## config.mk

```make
export PLATFORM = sky130hd
export DESIGN_NAME = fpu_fflags_csr
export DESIGN_NICKNAME = d
export VERILOG_FILES = /design/src/rtl/fpu_types_pkg.sv /design/src/rtl/fpu_fflags_reduce.sv /design/src/rtl/fpu_fflags_csr.sv
export SDC_FILE = /design/constraint.sdc
export NUM_CORES = 1
export LEC_CHECK = 0
export BUFFER_PORTS_ARGS = -buffer_cell sky130_fd_sc_hd__buf_2
export CAP_MARGIN = 10
export CORE_UTILIZATION = 45
export CTS_CLUSTER_DIAMETER = 200
export CTS_CLUSTER_SIZE = 20
export DETAILED_ROUTE_END_ITERATION = 10
export HOLD_SLACK_MARGIN = 0.05
export PLACE_DENSITY_LB_ADDON = 0.05
export SKIP_LAST_GASP = 1
export SYNTH_ARGS = -nofsm -noshare
export SYNTH_HDL_FRONTEND = slang
export SYNTH_SLANG_ARGS = --single-unit
```

## constraint.sdc

```tcl
create_clock -name clk -period 2 [get_ports clk]
set_clock_uncertainty 0.2 [all_clocks]
set_input_delay 0.5 -clock clk [delete_from_list [all_inputs] [get_ports clk]]
set_output_delay 0.5 -clock clk [all_outputs]
set_load 0.01 [all_outputs]
```

## src/rtl/fpu_types_pkg.sv

```systemverilog
// Shared FPU types: exception flags, rounding-mode encodings and FP CSR write selectors.
package fpu_types;

  localparam int FFLAGS_BITS = 5;

  // Bit order matches the RISC-V fflags field: NV is the MSB, NX the LSB.
  typedef struct packed {
    logic nv;
    logic dz;
    logic of;
    logic uf;
    logic nx;
  } fflags_t;

  typedef enum logic [2:0] {
    FRM_RNE = 3'd0,
    FRM_RTZ = 3'd1,
    FRM_RDN = 3'd2,
    FRM_RUP = 3'd3,
    FRM_RMM = 3'd4,
    FRM_DYN = 3'd7
  } frm_e;

  localparam logic [1:0] FCSR_SEL_NONE   = 2'd0;
  localparam logic [1:0] FCSR_SEL_FFLAGS = 2'd1;
  localparam logic [1:0] FCSR_SEL_FRM    = 2'd2;
  localparam logic [1:0] FCSR_SEL_ALL    = 2'd3;

  function automatic logic fcsr_sel_writes_fflags(input logic [1:0] sel);
    return (sel == FCSR_SEL_FFLAGS) || (sel == FCSR_SEL_ALL);
  endfunction

  function automatic logic fcsr_sel_writes_frm(input logic [1:0] sel);
    return (sel == FCSR_SEL_FRM) || (sel == FCSR_SEL_ALL);
  endfunction

endpackage

```

## src/rtl/fpu_fflags_reduce.sv

```systemverilog
// Masked OR of per-lane exception flags into a single fflags_t.
module fpu_fflags_reduce
  import fpu_types::*;
#(
  parameter int NUM_LANES = 4
) (
  input  fflags_t [NUM_LANES-1:0] lane_flags,
  input  logic    [NUM_LANES-1:0] tmask,
  output fflags_t                 flags
);

  always_comb begin
    flags = '0;
    for (int i = 0; i < NUM_LANES; i++) begin
      if (tmask[i]) flags = fflags_t'(flags | lane_flags[i]);
    end
  end

endmodule

```

## src/rtl/fpu_fflags_csr.sv

```systemverilog
// Per-warp sticky fflags accumulation and frm/fflags/fcsr CSR storage.
// Build option: FPU_FFLAGS_BYPASS_EN forwards the pending stage-1 flags into CSR reads.
module fpu_fflags_csr
  import fpu_types::*;
#(
  parameter int NUM_WARPS = 4,
  parameter int NUM_LANES = 4,
  localparam int WID_W = (NUM_WARPS > 1) ? $clog2(NUM_WARPS) : 1
) (
  input  logic                             clk,
  input  logic                             reset,
  input  logic                             commit_valid,
  output logic                             commit_ready,
  input  logic [WID_W-1:0]                 commit_wid,
  input  logic [NUM_LANES-1:0]             commit_tmask,
  input  logic                             commit_has_fflags,
  input  logic [NUM_LANES*FFLAGS_BITS-1:0] commit_fflags,
  input  logic [WID_W-1:0]                 csr_read_wid,
  output logic [4:0]                       csr_read_fflags,
  output logic [2:0]                       csr_read_frm,
  output logic                             csr_read_busy,
  input  logic                             csr_write_valid,
  input  logic [WID_W-1:0]                 csr_write_wid,
  input  logic [1:0]                       csr_write_sel,
  input  logic [7:0]                       csr_write_data
);

  // Per-warp state in fcsr layout {frm[2:0], fflags[4:0]}.
  logic [7:0]  fcsr_q [NUM_WARPS];

  fflags_t     reduced_p0;
  logic        commit_fire_p0;
  logic        vld_p1;
  logic [WID_W-1:0] wid_p1;
  fflags_t     flags_p1;

  logic        wr_fflags;
  logic        wr_frm;
  logic [7:0]  read_fcsr;
  logic        busy_p0;
  logic        busy_p1;

  assign commit_ready   = ~reset;
  assign commit_fire_p0 = commit_valid && commit_ready && commit_has_fflags && (|commit_tmask);

  fpu_fflags_reduce #(
    .NUM_LANES (NUM_LANES)
  ) u_reduce (
    .lane_flags (commit_fflags),
    .tmask      (commit_tmask),
    .flags      (reduced_p0)
  );

  // Stage 0 -> 1: capture the lane-reduced flags and target warp.
  always_ff @(posedge clk) begin
    if (reset) vld_p1 <= 1'b0;
    else       vld_p1 <= commit_fire_p0;
  end

  always_ff @(posedge clk) begin
    if (commit_fire_p0) begin
      wid_p1   <= commit_wid;
      flags_p1 <= reduced_p0;
    end
  end

  assign wr_fflags = csr_write_valid && fcsr_sel_writes_fflags(csr_write_sel);
  assign wr_frm    = csr_write_valid && fcsr_sel_writes_frm(csr_write_sel);

  // Stage 1 -> state: sticky merge; a same-edge CSR write is younger and overrides the fields it writes.
  always_ff @(posedge clk) begin
    if (reset) begin
      for (int w = 0; w < NUM_WARPS; w++) fcsr_q[w] <= '0;
    end else begin
      for (int w = 0; w < NUM_WARPS; w++) begin
        if (vld_p1 && wid_p1 == WID_W'(w))
          fcsr_q[w][4:0] <= fcsr_q[w][4:0] | flags_p1;
        if (wr_fflags && csr_write_wid == WID_W'(w))
          fcsr_q[w][4:0] <= csr_write_data[4:0];
        if (wr_frm && csr_write_wid == WID_W'(w))
          fcsr_q[w][7:5] <= csr_write_data[7:5];
      end
    end
  end

  assign read_fcsr    = fcsr_q[csr_read_wid];
  assign csr_read_frm = read_fcsr[7:5];
  assign busy_p0      = commit_fire_p0 && (commit_wid == csr_read_wid);
  assign busy_p1      = vld_p1 && (wid_p1 == csr_read_wid);

`ifdef FPU_FFLAGS_BYPASS_EN
  assign csr_read_fflags = busy_p1 ? (read_fcsr[4:0] | flags_p1) : read_fcsr[4:0];
  assign csr_read_busy   = busy_p0;
`else
  assign csr_read_fflags = read_fcsr[4:0];
  assign csr_read_busy   = busy_p0 || busy_p1;
`endif

endmodule

```

==> results.md <==
- Status: complete, but fails checks
- Failing checks: negative setup slack
- # DRC: 0
- Finished Cell Area: 2900 um^2
- Critical path startpoint category: input port
- Drt pass-1 iters: 5
- Pin count of the biggest net entering global routing: 12
- GR Overflow Total: 0
- Leak: 1.25 nW
- Drt total wl: 5320 um
- Root buffer cell: clkbuf_8
- Die Y: 71.8 um
- Post-synthesis sequential area ratio: 54.4%
- Largest family of logic cells by synthesized area: multiplexers
- # IOs: 55
- Compound-Gate Fraction of Synth Area: 10.1%
- Maximum clock insertion buffer count: 2
- Post-route setup slack: -0.0726 ns
- Post-synth top area share: 53.5%
- Slew of the pin with the lowest slew margin: 0.439 ns
- Vias: 1733
- Post-Synth Simple-Gate Area: 13.3%
- Ratio of final minimum period to clock period: 104%
- Syn Std Cell Area: 2190 um^2
- Pwr Total: 1.79 mW
- Xor/xnor share of the synthesized area: 1.60%
- Core footprint: 4690 um^2
- Iter 0 DRT Violations: 107
- Syn avg cell area: 13.0 um^2
- Inst Count DP: 297
- Post-DP HPWL: 4120 um
- Fraction of layout cells with a size suffix above 1: 41.3%
- WL/cell: 17.4 um
- Syn Nets: 214
- Power share of the clock group: 28.2%
- Worst vdd rail ir drop: 0.277 mV
- First-pass GRT wire length: 8560 um
- Flops & latches, synth: 40
- Clock-pin transition on the worst setup and hold timing paths: 0.07 ns
- Worst-Skew Late Latency: 0.28 ns
- CTS tree: done
- Port bufs: 54
- Post-synth ARST share: 0%
- Placement-stage cell area: 2730 um^2
- Fin util: 61.7%
- Fin crit period: 2.07 ns
- Tot GR Track Use: 22.6%
- Mux cell area share after synthesis: 17.4%
- Combinational share of power: 16.3%
- Reg power frac: 55.5%
- Via density: 5.66
- Finished Layout Cells: 306
- Initial antenna violation count: 0
- Slew Viols, Final: 0
- Initial Util: 46.7%
- Post-Synthesis Cells: 169
- Max-cap viol count: 0
- Crit. End Element: primary output
- Nets: 297
- Synthesis Warnings: 0
- Max Fanout on Critical Path: 2
- Slew margin rel.: 70.3%
- CTS Sinks: 40
- Max H-tree Level: 2
- Hold Path Class: input port to flip-flop
- Unrepaired setup endpoints after global routing: yes
- Die area: 5150 um^2
- Vias in the first global route: 1746
- Area grow syn2layout: 32.2%
- Antenna diode count: 0
- Finish-stage setup viols: 9
- Required @ worst endpoint: 1.30 ns
- # rows: 25
- Power density over cell area: 618 nW/um^2
- P_int: 1.36 mW
- Post-synthesis adder-cell area fraction: 0%
- Max Fclk: 0.482 GHz
- Switch Pwr: 0.429 mW
- Prevailing post-synth register cell: edfxtp_1
- Dominant cells by area after synthesis: edfxtp_1, mux2i_1, mux4_2
- Yosys cell types: 31
- Leading area contributor after synthesis: edfxtp_1
- Switching Fraction: 24.0%
- CTS Buf Count: 5
- Routed Antenna Nets: 0
- Routability cong.: 0.844
- Critical Setup Path Class: input port to primary output
- Post-synth EDFFs: 39
- Final hold vios: 0
- CP arrival: 1.37 ns
- DIE WIDTH: 71.8 um
## cell usage in the layout, fill, tap and decap left out, types with 3 or more instances in the layout
cell	Yosys	layout
mux2i_1	20	20
a22oi_1	10	10
buf_2	4	45
o21bai_1	5	5
nand3_1	3	3
nor2_1	5	5
and2_1	3	3
mux4_2	8	8
clkbuf_8	0	5
buf_4	0	25
nand2_1	12	12
inv_1	10	10
edfxtp_1	39	39
nor4_1	7	6
buf_6	1	9
o21ai_0	16	16
nor2b_1	3	3
## final cells by class
type | instances | area [um^2]
Clock buffer | 6 | 72.6
Clock inverter | 1 | 5.00
Fill cell | 372 | 1800
Inverter | 10 | 37.5
Multi-Input combinational cell | 113 | 952
Sequential cell | 40 | 1190
Tap cell | 54 | 67.6
Timing Repair Buffer | 82 | 569
## cell usage after synthesis, drive strengths merged (2+ instances only)
| cell | instances |
|---|---|
| and4bb | 2 |
| edfxtp | 39 |
| a31o | 2 |
| xnor2 | 2 |
| inv | 10 |
| buf | 5 |
| or3 | 2 |
| nor2b | 3 |
| nor2 | 5 |
| a22oi | 10 |
| nand2 | 12 |
| nor4 | 7 |
| and2 | 3 |
| nand3 | 3 |
| mux2i | 20 |
| o21bai | 5 |
| o21ai | 16 |
| xor2 | 2 |
| nor4b | 2 |
| mux4 | 8 |
| nor3 | 3 |
| nand4 | 2 |
## registers in the layout, indices dropped and copies added (netlist names)
register and cells:
wid_p1 2, vld_p1 1, flags_p1 5, fcsr_q 32
## stage by stage
| stage | hold slack, ns | TNS (ns) | worst slack [ns] |
|---|---|---|---|
| floorplan | 0.399 | 0 | 0.0397 |
| global placement | 0.434 | -0.888 | -0.105 |
| detailed placement | 0.453 | -1.10 | -0.104 |
| CTS | 0.205 | -0.413 | -0.0950 |
| global route | 0.195 | -0.614 | -0.126 |
| finish | 0.212 | -0.355 | -0.0726 |
## cells by family (layout without fill, tap and decap cells)
| family | count (synthesis) | in the layout |
|---|---|---|
| DFF | 40 | 40 |
| xor gates and xnor gates | 4 | 4 |
| AOI/OAI and AO/OA | 34 | 34 |
| and+or+nand+nor | 47 | 47 |
| buffers and inverters | 16 | 99 |
| muxes | 28 | 28 |
## worst max-delay path, cell delays in order
cell and delay, ns:
buf_6 0.10, nor4_4 0.24, buf_4 0.16, nor3_4 0.04, a32o_1 0.19, buf_2 0.13
## path summary, 6_finish.rpt
path	startpoint	depth (start not counted)	endpoint	slack [ns]
hold / removal	commit_wid[1]	1	wid_p1[1]$_DFFE_PP_	0.21
hold reg to reg	fcsr_q[0][0]$_SDFFCE_PN0P_	2	fcsr_q[0][0]$_SDFFCE_PN0P_	0.48
setup reg to reg	wid_p1[1]$_DFFE_PP_	4	fcsr_q[0][4]$_SDFFCE_PN0P_	0.18
setup / recovery	commit_tmask[3]	6	csr_read_busy	-0.07
## timing repair
item | 4_1_cts | 5_1_grt
setup endpoints to repair | 9 | 9
hold endpoints to repair | 0 | 0
hold buffers | 0 | 0
resized for setup | 6 | 6
buffers inserted | 1 | 1
pin swaps | 3 | 3
## power by group through the flow
stage	sequential (mW)	combinational [mW]	clock (mW)
final	0.994	0.291	0.506
after global routing	0.999	0.317	0.551
after CTS	0.994	0.276	0.515
after detailed placement	1.01	0.265	0
after global placement	1.01	0.257	0
after floorplan	1.00	0.137	0
## per-layer routing
layer  track usage, %  vias to the layer above  wire length, um
li1                 -                      830                -
met1             30.2                      819             2310
met2             37.0                       76             2610
met3             4.50                        8              323
met4             7.63                        0               69
met5                0                        -                0
No activity file was read; power rests on OpenSTA's default activity.
